## config.mk

```make
export PLATFORM = sky130hd
export DESIGN_NAME = gate_bist_ctrl
export DESIGN_NICKNAME = d
export VERILOG_FILES = /design/src/rtl/gate_bist_ctrl.sv
export SDC_FILE = /design/constraint.sdc
export NUM_CORES = 1
export LEC_CHECK = 0
export CAP_MARGIN = 10
export CORE_MARGIN = 8
export CORE_UTILIZATION = 26
export CTS_CLUSTER_DIAMETER = 100
export DETAILED_ROUTE_END_ITERATION = 12
export GPL_ROUTABILITY_DRIVEN = 0
export SLEW_MARGIN = 25
export SYNTH_ARGS = -nofsm -noshare
export SYNTH_HDL_FRONTEND = slang
export SYNTH_SLANG_ARGS = --single-unit
```

## constraint.sdc

```tcl
create_clock -name clk -period 2.2 [get_ports clk]
set_input_delay 0.33 -clock clk [delete_from_list [all_inputs] [get_ports clk]]
set_output_delay 0.33 -clock clk [all_outputs]
set_load 0.02 [all_outputs]
```

## src/rtl/gate_bist_ctrl.sv

```systemverilog
// Exhaustive-vector BIST sequencer for a single AND/OR/XOR/NAND gate.
// Define GATE_BIST_FIRST_FAIL_EN to add fail_valid/fail_vec first-failure capture.
module gate_bist_ctrl #(
    parameter int N_IN   = 2,
    parameter int SETTLE = 1
) (
    input  logic            clk,
    input  logic            rst,
    input  logic            start,
    input  logic [1:0]      op,
    output logic [N_IN-1:0] vec,
    input  logic            dut_y,
    output logic            busy,
    output logic            done,
    output logic            pass,
    output logic [N_IN:0]   err_cnt
`ifdef GATE_BIST_FIRST_FAIL_EN
    ,
    output logic            fail_valid,
    output logic [N_IN-1:0] fail_vec
`endif
);

    typedef enum logic [1:0] {
        IDLE,
        APPLY,
        CHECK,
        DONE
    } state_t;

    localparam logic [3:0] LAST = 4'(SETTLE - 1);

    state_t            state;
    state_t            state_d;
    logic [1:0]        op_q;
    logic [1:0]        op_d;
    logic [N_IN-1:0]   vec_d;
    logic [3:0]        cnt;
    logic [3:0]        cnt_d;
    logic [N_IN:0]     err_d;
    logic              pass_d;
    logic              expect_y;
    logic              mismatch;

`ifdef GATE_BIST_FIRST_FAIL_EN
    logic              fv_d;
    logic [N_IN-1:0]   fvec_d;
`endif

    always_comb begin
        expect_y = 1'b0;
        unique case (op_q)
            2'b00: expect_y = &vec;
            2'b01: expect_y = |vec;
            2'b10: expect_y = ^vec;
            2'b11: expect_y = ~&vec;
            default: expect_y = 1'b0;
        endcase
    end

    assign mismatch = (dut_y != expect_y);
    assign busy     = (state != IDLE);
    assign done     = (state == DONE);

    always_comb begin
        state_d = state;
        op_d    = op_q;
        vec_d   = vec;
        cnt_d   = cnt;
        err_d   = err_cnt;
        pass_d  = pass;
`ifdef GATE_BIST_FIRST_FAIL_EN
        fv_d    = fail_valid;
        fvec_d  = fail_vec;
`endif
        case (state)
            IDLE: begin
                if (start) begin
                    op_d    = op;
                    vec_d   = '0;
                    err_d   = '0;
                    pass_d  = 1'b0;
                    cnt_d   = '0;
                    state_d = APPLY;
`ifdef GATE_BIST_FIRST_FAIL_EN
                    fv_d    = 1'b0;
                    fvec_d  = '0;
`endif
                end
            end
            APPLY: begin
                if (cnt == LAST) begin
                    state_d = CHECK;
                end else begin
                    cnt_d = cnt + 4'd1;
                end
            end
            CHECK: begin
                err_d = err_cnt + (N_IN + 1)'(mismatch);
`ifdef GATE_BIST_FIRST_FAIL_EN
                if (mismatch && !fail_valid) begin
                    fv_d   = 1'b1;
                    fvec_d = vec;
                end
`endif
                // All-ones is the last vector; vec is left there, not wrapped.
                if (&vec) begin
                    pass_d  = (err_d == '0);
                    state_d = DONE;
                end else begin
                    vec_d   = vec + 1'b1;
                    cnt_d   = '0;
                    state_d = APPLY;
                end
            end
            DONE: begin
                state_d = IDLE;
            end
            default: begin
                state_d = IDLE;
            end
        endcase
    end

    always_ff @(posedge clk or posedge rst) begin
        if (rst) begin
            state   <= IDLE;
            op_q    <= 2'b00;
            vec     <= '0;
            cnt     <= '0;
            err_cnt <= '0;
            pass    <= 1'b0;
        end else begin
            state   <= state_d;
            op_q    <= op_d;
            vec     <= vec_d;
            cnt     <= cnt_d;
            err_cnt <= err_d;
            pass    <= pass_d;
        end
    end

`ifdef GATE_BIST_FIRST_FAIL_EN
    always_ff @(posedge clk or posedge rst) begin
        if (rst) begin
            fail_valid <= 1'b0;
            fail_vec   <= '0;
        end else begin
            fail_valid <= fv_d;
            fail_vec   <= fvec_d;
        end
    end
`endif

endmodule

```

==> impl_table.tex <==
\begin{tabular}{lr}
\hline
Metric & Value \\
\hline
\multicolumn{2}{l}{\textbf{Run status}} \\
Outcome & complete, but fails checks \\
Failing checks & setup timing \\
\multicolumn{2}{l}{\textbf{Timing}} \\
Slew of the pin with the lowest slew margin & 0.5687 ns \\
Finish-stage setup viols & 1 \\
Total negative slack for setup checks & -0.04000 ns \\
Period Utilization, post-route & 101.8\% \\
Post-route clock skew & 0.01020 ns \\
Final Hold Viols & 0 \\
Max-slew violation count & 0 \\
F\_max & 446.4 MHz \\
RSZ-0062 raised after global routing & true \\
Relative slew slack & 62.01\% \\
Final worst setup slack & -0.04000 ns \\
Post-layout min period & 2.240 ns \\
\multicolumn{2}{l}{\textbf{Floorplan}} \\
Area of the core region & 0.003053 mm\^{}2 \\
Row count & 20 \\
\# IOs & 14 \\
Starting density of the core & 27.17\% \\
Area of the die & 0.005254 mm\^{}2 \\
Die Height & 72.49 um \\
DIE WIDTH & around 72 um \\
\multicolumn{2}{l}{\textbf{Yosys}} \\
Number of distinct library cell variants in the gate-level netlist after synthesis & 30 \\
Synthesis-stage register bit count & 14 \\
Sequential cell area fraction in the yosys report & between 40\% and 50\% \\
Multiplexer area fraction after synthesis & 9.201\% \\
Post-synthesis share of cell area spent on xor and xnor gates & 1.056\% \\
Total standard cell area after synthesis & between 800 and 900 um\^{}2 \\
Cells after Synth & 78 \\
Adder-Cell Fraction of Synth Area & 9.050\% \\
Dominant combinational cell family by area after synthesis & simple AND/OR/NAND/NOR gates \\
Post-Syn Nets & 90 \\
Fraction of the mapped netlist area in compound gates & 11.61\% \\
Simple-gate area share of the yosys netlist & 23.08\% \\
Avg Inst Size Synth & 10.64 um\^{}2 \\
Syn. warnings & 0 \\
\multicolumn{2}{l}{\textbf{Placed design}} \\
Area after DPL & 0.001091 mm\^{}2 \\
Place WS & -0.04169 ns \\
Post-detail-place hpwl & between 1000 and 1500 um \\
PortBufs & 13 \\
\multicolumn{2}{l}{\textbf{Global route}} \\
Initial antenna violation count & 0 \\
GR met3 Demand/Resource & $\sim$1.8\% \\
Pin count of the biggest net entering global routing & 15 \\
Via count of the first global-routing pass & 707 \\
Met1 global-route usage & 8.599\% \\
Global routing usage summed across all routing layers & $\sim$7.3\% \\
Met2 usage & 12.54\% \\
Busiest grt layer & met2 \\
Total congestion overflow after global routing & 0 \\
First-pass GRT wire length & 3118 um \\
\multicolumn{2}{l}{\textbf{Clock tree}} \\
Post-CTS Setup Inserts & 0 \\
Number of buffers added by the clock tree synthesis step & 3 \\
Quantity of hold-fixing buffers added after cts & 0 \\
Clock slew at reported path FFs & 0.09 ns \\
Root buffer selected by CTS & sky130\_fd\_sc\_hd\_\_clkbuf\_4 \\
CTS tree & yes \\
Number of levels in the clock H-tree & 1 \\
Clock sink count & 14 \\
Worst skew pair latency & about 0.28 ns \\
Clock Tree Buf Depth & 2 \\
\multicolumn{2}{l}{\textbf{Drt}} \\
Total number of vias & 658 \\
Drt via density & 4.601 \\
Pre-antenna DRT Iters & 4 \\
Detailed-route wire length & 1851 um \\
Routed wire length per instance & 12.94 um \\
ANT nets after route & 0 \\
Number of DRC violations after detailed routing & 0 \\
First-iteration detailed-routing DRC count & 29 \\
\multicolumn{2}{l}{\textbf{Pwr}} \\
Worst ir drop on vdd & 0.3969 mV \\
Static leakage power & just under 0.5 nW \\
Final Total Pwr & 1.384 mW \\
Power density cells & roughly 1200 mW/mm\^{}2 \\
\multicolumn{2}{l}{\textbf{Worst setup path}} \\
Kind of start point of the critical path & flop \\
R2R setup slack & -0.04 ns \\
Maximum fanout encountered on the critical timing path & 4 \\
Data required time of the critical path & 2.37 ns \\
Cell chain of the critical path & inv\_2, ha\_4, mux2\_4, mux2i\_2, xnor2\_1, ha\_2, ha\_4, nand2b\_4, and4\_1, mux2\_4 \\
Maximum single-stage delay on the critical path & 0.44 ns \\
Kind of critical path & flop to flop \\
Kind of end point of the critical path & flop \\
Kind of cell adding the most delay to the critical path & multiplexers \\
Combined buffer and inverter count along the critical path & 1 \\
Critical path arrival & 2.41 ns \\
Worst-path cell with the longest stage delay & sky130\_fd\_sc\_hd\_\_dfrtp\_2 \\
\multicolumn{2}{l}{\textbf{Final layout}} \\
Area of all sequential standard cells & roughly 350 um\^{}2 \\
Share of cells above drive strength 1 & 28.28\% \\
Count of inserted antenna diode cells & 0 \\
Finished layout cell area & roughly 0.0011 mm\^{}2 \\
Multi-input gate area & 510.5 um\^{}2 \\
Fillers & 325 \\
Layout Nets & 112 \\
Area Growth Syn to Fin & 37.71\% \\
\multicolumn{2}{l}{\textbf{Worst hold path}} \\
Path class of the lowest-slack min-delay path & input pin to async pin \\
\multicolumn{2}{l}{\textbf{Run}} \\
Maximum Capacitance Violations & 0 \\
\hline
\end{tabular}
[placed cells by master, fill, tap and decap left out, drive strengths merged, types with 3 or more instances in the layout]
| master | count |
|---|---|
| a22o | 6 |
| buf | 6 |
| clkbuf | 4 |
| clkdlybuf4s50 | 13 |
| dfrtp | 14 |
| ha | 6 |
| inv | 6 |
| mux2 | 5 |
| nand2b | 6 |
| nand3 | 6 |
| nand4b | 3 |
| nor2 | 3 |
[synthesized netlist by cell type (all sizes together)]
library cell	count	area share, %
a22o	6	6.3
buf	1	0.60
o21ai	1	0.60
nand2b	6	4.5
a21oi	2	1.2
and2	2	1.8
or3b	2	2.4
mux2	5	6.8
nand2	1	0.45
o31ai	2	1.8
nand3	6	3.6
dfrtp	14	42
nor2b	2	1.5
and2b	1	1.2
clkbuf	1	0.45
or4b	1	1.2
nor2	3	1.4
nand4b	3	3.2
o21bai	1	0.91
or2	1	0.75
o22ai	1	0.75
mux2i	2	2.4
xnor2	1	1.1
ha	6	9.0
inv	6	2.7
and4	1	1.1
[metal layers]
| metal | up-vias | share of wire (%) |
|---|---|---|
| li1 | 323 | - |
| met1 | 322 | 47 |
| met2 | 11 | 48 |
| met3 | 2 | 4.6 |
| met4 | 0 | 0.27 |
| met5 | - | 0 |
[logic make-up (layout without fill, tap and decap cells)]
family	count (synthesis)	in the layout
buf+inv	8	29
fa+ha+maj	6	6
compound gates	13	13
flops	14	14
simple gates	29	29
xor+xnor	1	1
mux	7	7
[worst paths after layout]
| kind | from | end | depth (start not counted) |
|---|---|---|---|
| min in group clk | pass$_DFFE_PP0P_ | pass$_DFFE_PP0P_ | 1 |
| max | vec[1]$_DFFE_PP0P_ | pass$_DFFE_PP0P_ | 10 |
| max in group asynchronous | rst | vec[0]$_DFFE_PP0P_ | 2 |
| min | rst | pass$_DFFE_PP0P_ | 2 |
| min reg2reg | pass$_DFFE_PP0P_ | pass$_DFFE_PP0P_ | 1 |
| max reg2reg | vec[1]$_DFFE_PP0P_ | pass$_DFFE_PP0P_ | 10 |
[power breakdown]
group          switching (mW)  internal (mW)
clock                  0.0839         0.0702
combinational           0.357          0.434
sequential             0.0983          0.340
total                   0.539          0.845
[layout make-up]
type,instances,area share [%]
Multi-Input combinational cell,56,44.69
Sequential cell,14,30.89
Timing Repair Buffer,19,15.33
Tap cell,44,4.819
Clock buffer,4,2.300
Inverter,6,1.972
[through the flow]
| step | util (%) | std cells | hold WS, ns |
|---|---|---|---|
| after detailed placement | 35.74 | 139 | 0.5099 |
| after global routing | 37.42 | 143 | 0.4422 |
| after global placement | 35.74 | 139 | 0.4993 |
| after floorplan | - | 78 | 0.2191 |
| after CTS | 36.68 | 143 | 0.4253 |
| final | 37.42 | 143 | 0.3954 |
[what timing repair did]
item / CTS / global route
pin swaps: 1 / 0
resized for setup: 1 / 4
endpoints found under the setup margin: 1 / 2
[flip-flops by register name (all words and copies together) (netlist names)]
register / cells
err_cnt: 3
cnt: 4
op_q: 2
vec: 2
state: 2
pass: 1
[worst register-to-register path, stage by stage (launching register included)]
cell and delay [ns]:
sky130_fd_sc_hd__dfrtp_2 0.44, sky130_fd_sc_hd__inv_2 0.07, sky130_fd_sc_hd__ha_4 0.20, sky130_fd_sc_hd__mux2_4 0.25, sky130_fd_sc_hd__mux2i_2 0.15, sky130_fd_sc_hd__xnor2_1 0.09, sky130_fd_sc_hd__ha_2 0.19, sky130_fd_sc_hd__ha_4 0.17
sky130_fd_sc_hd__nand2b_4 0.15, sky130_fd_sc_hd__and4_1 0.17, sky130_fd_sc_hd__mux2_4 0.25
No activity file was read; power rests on OpenSTA's default activity.
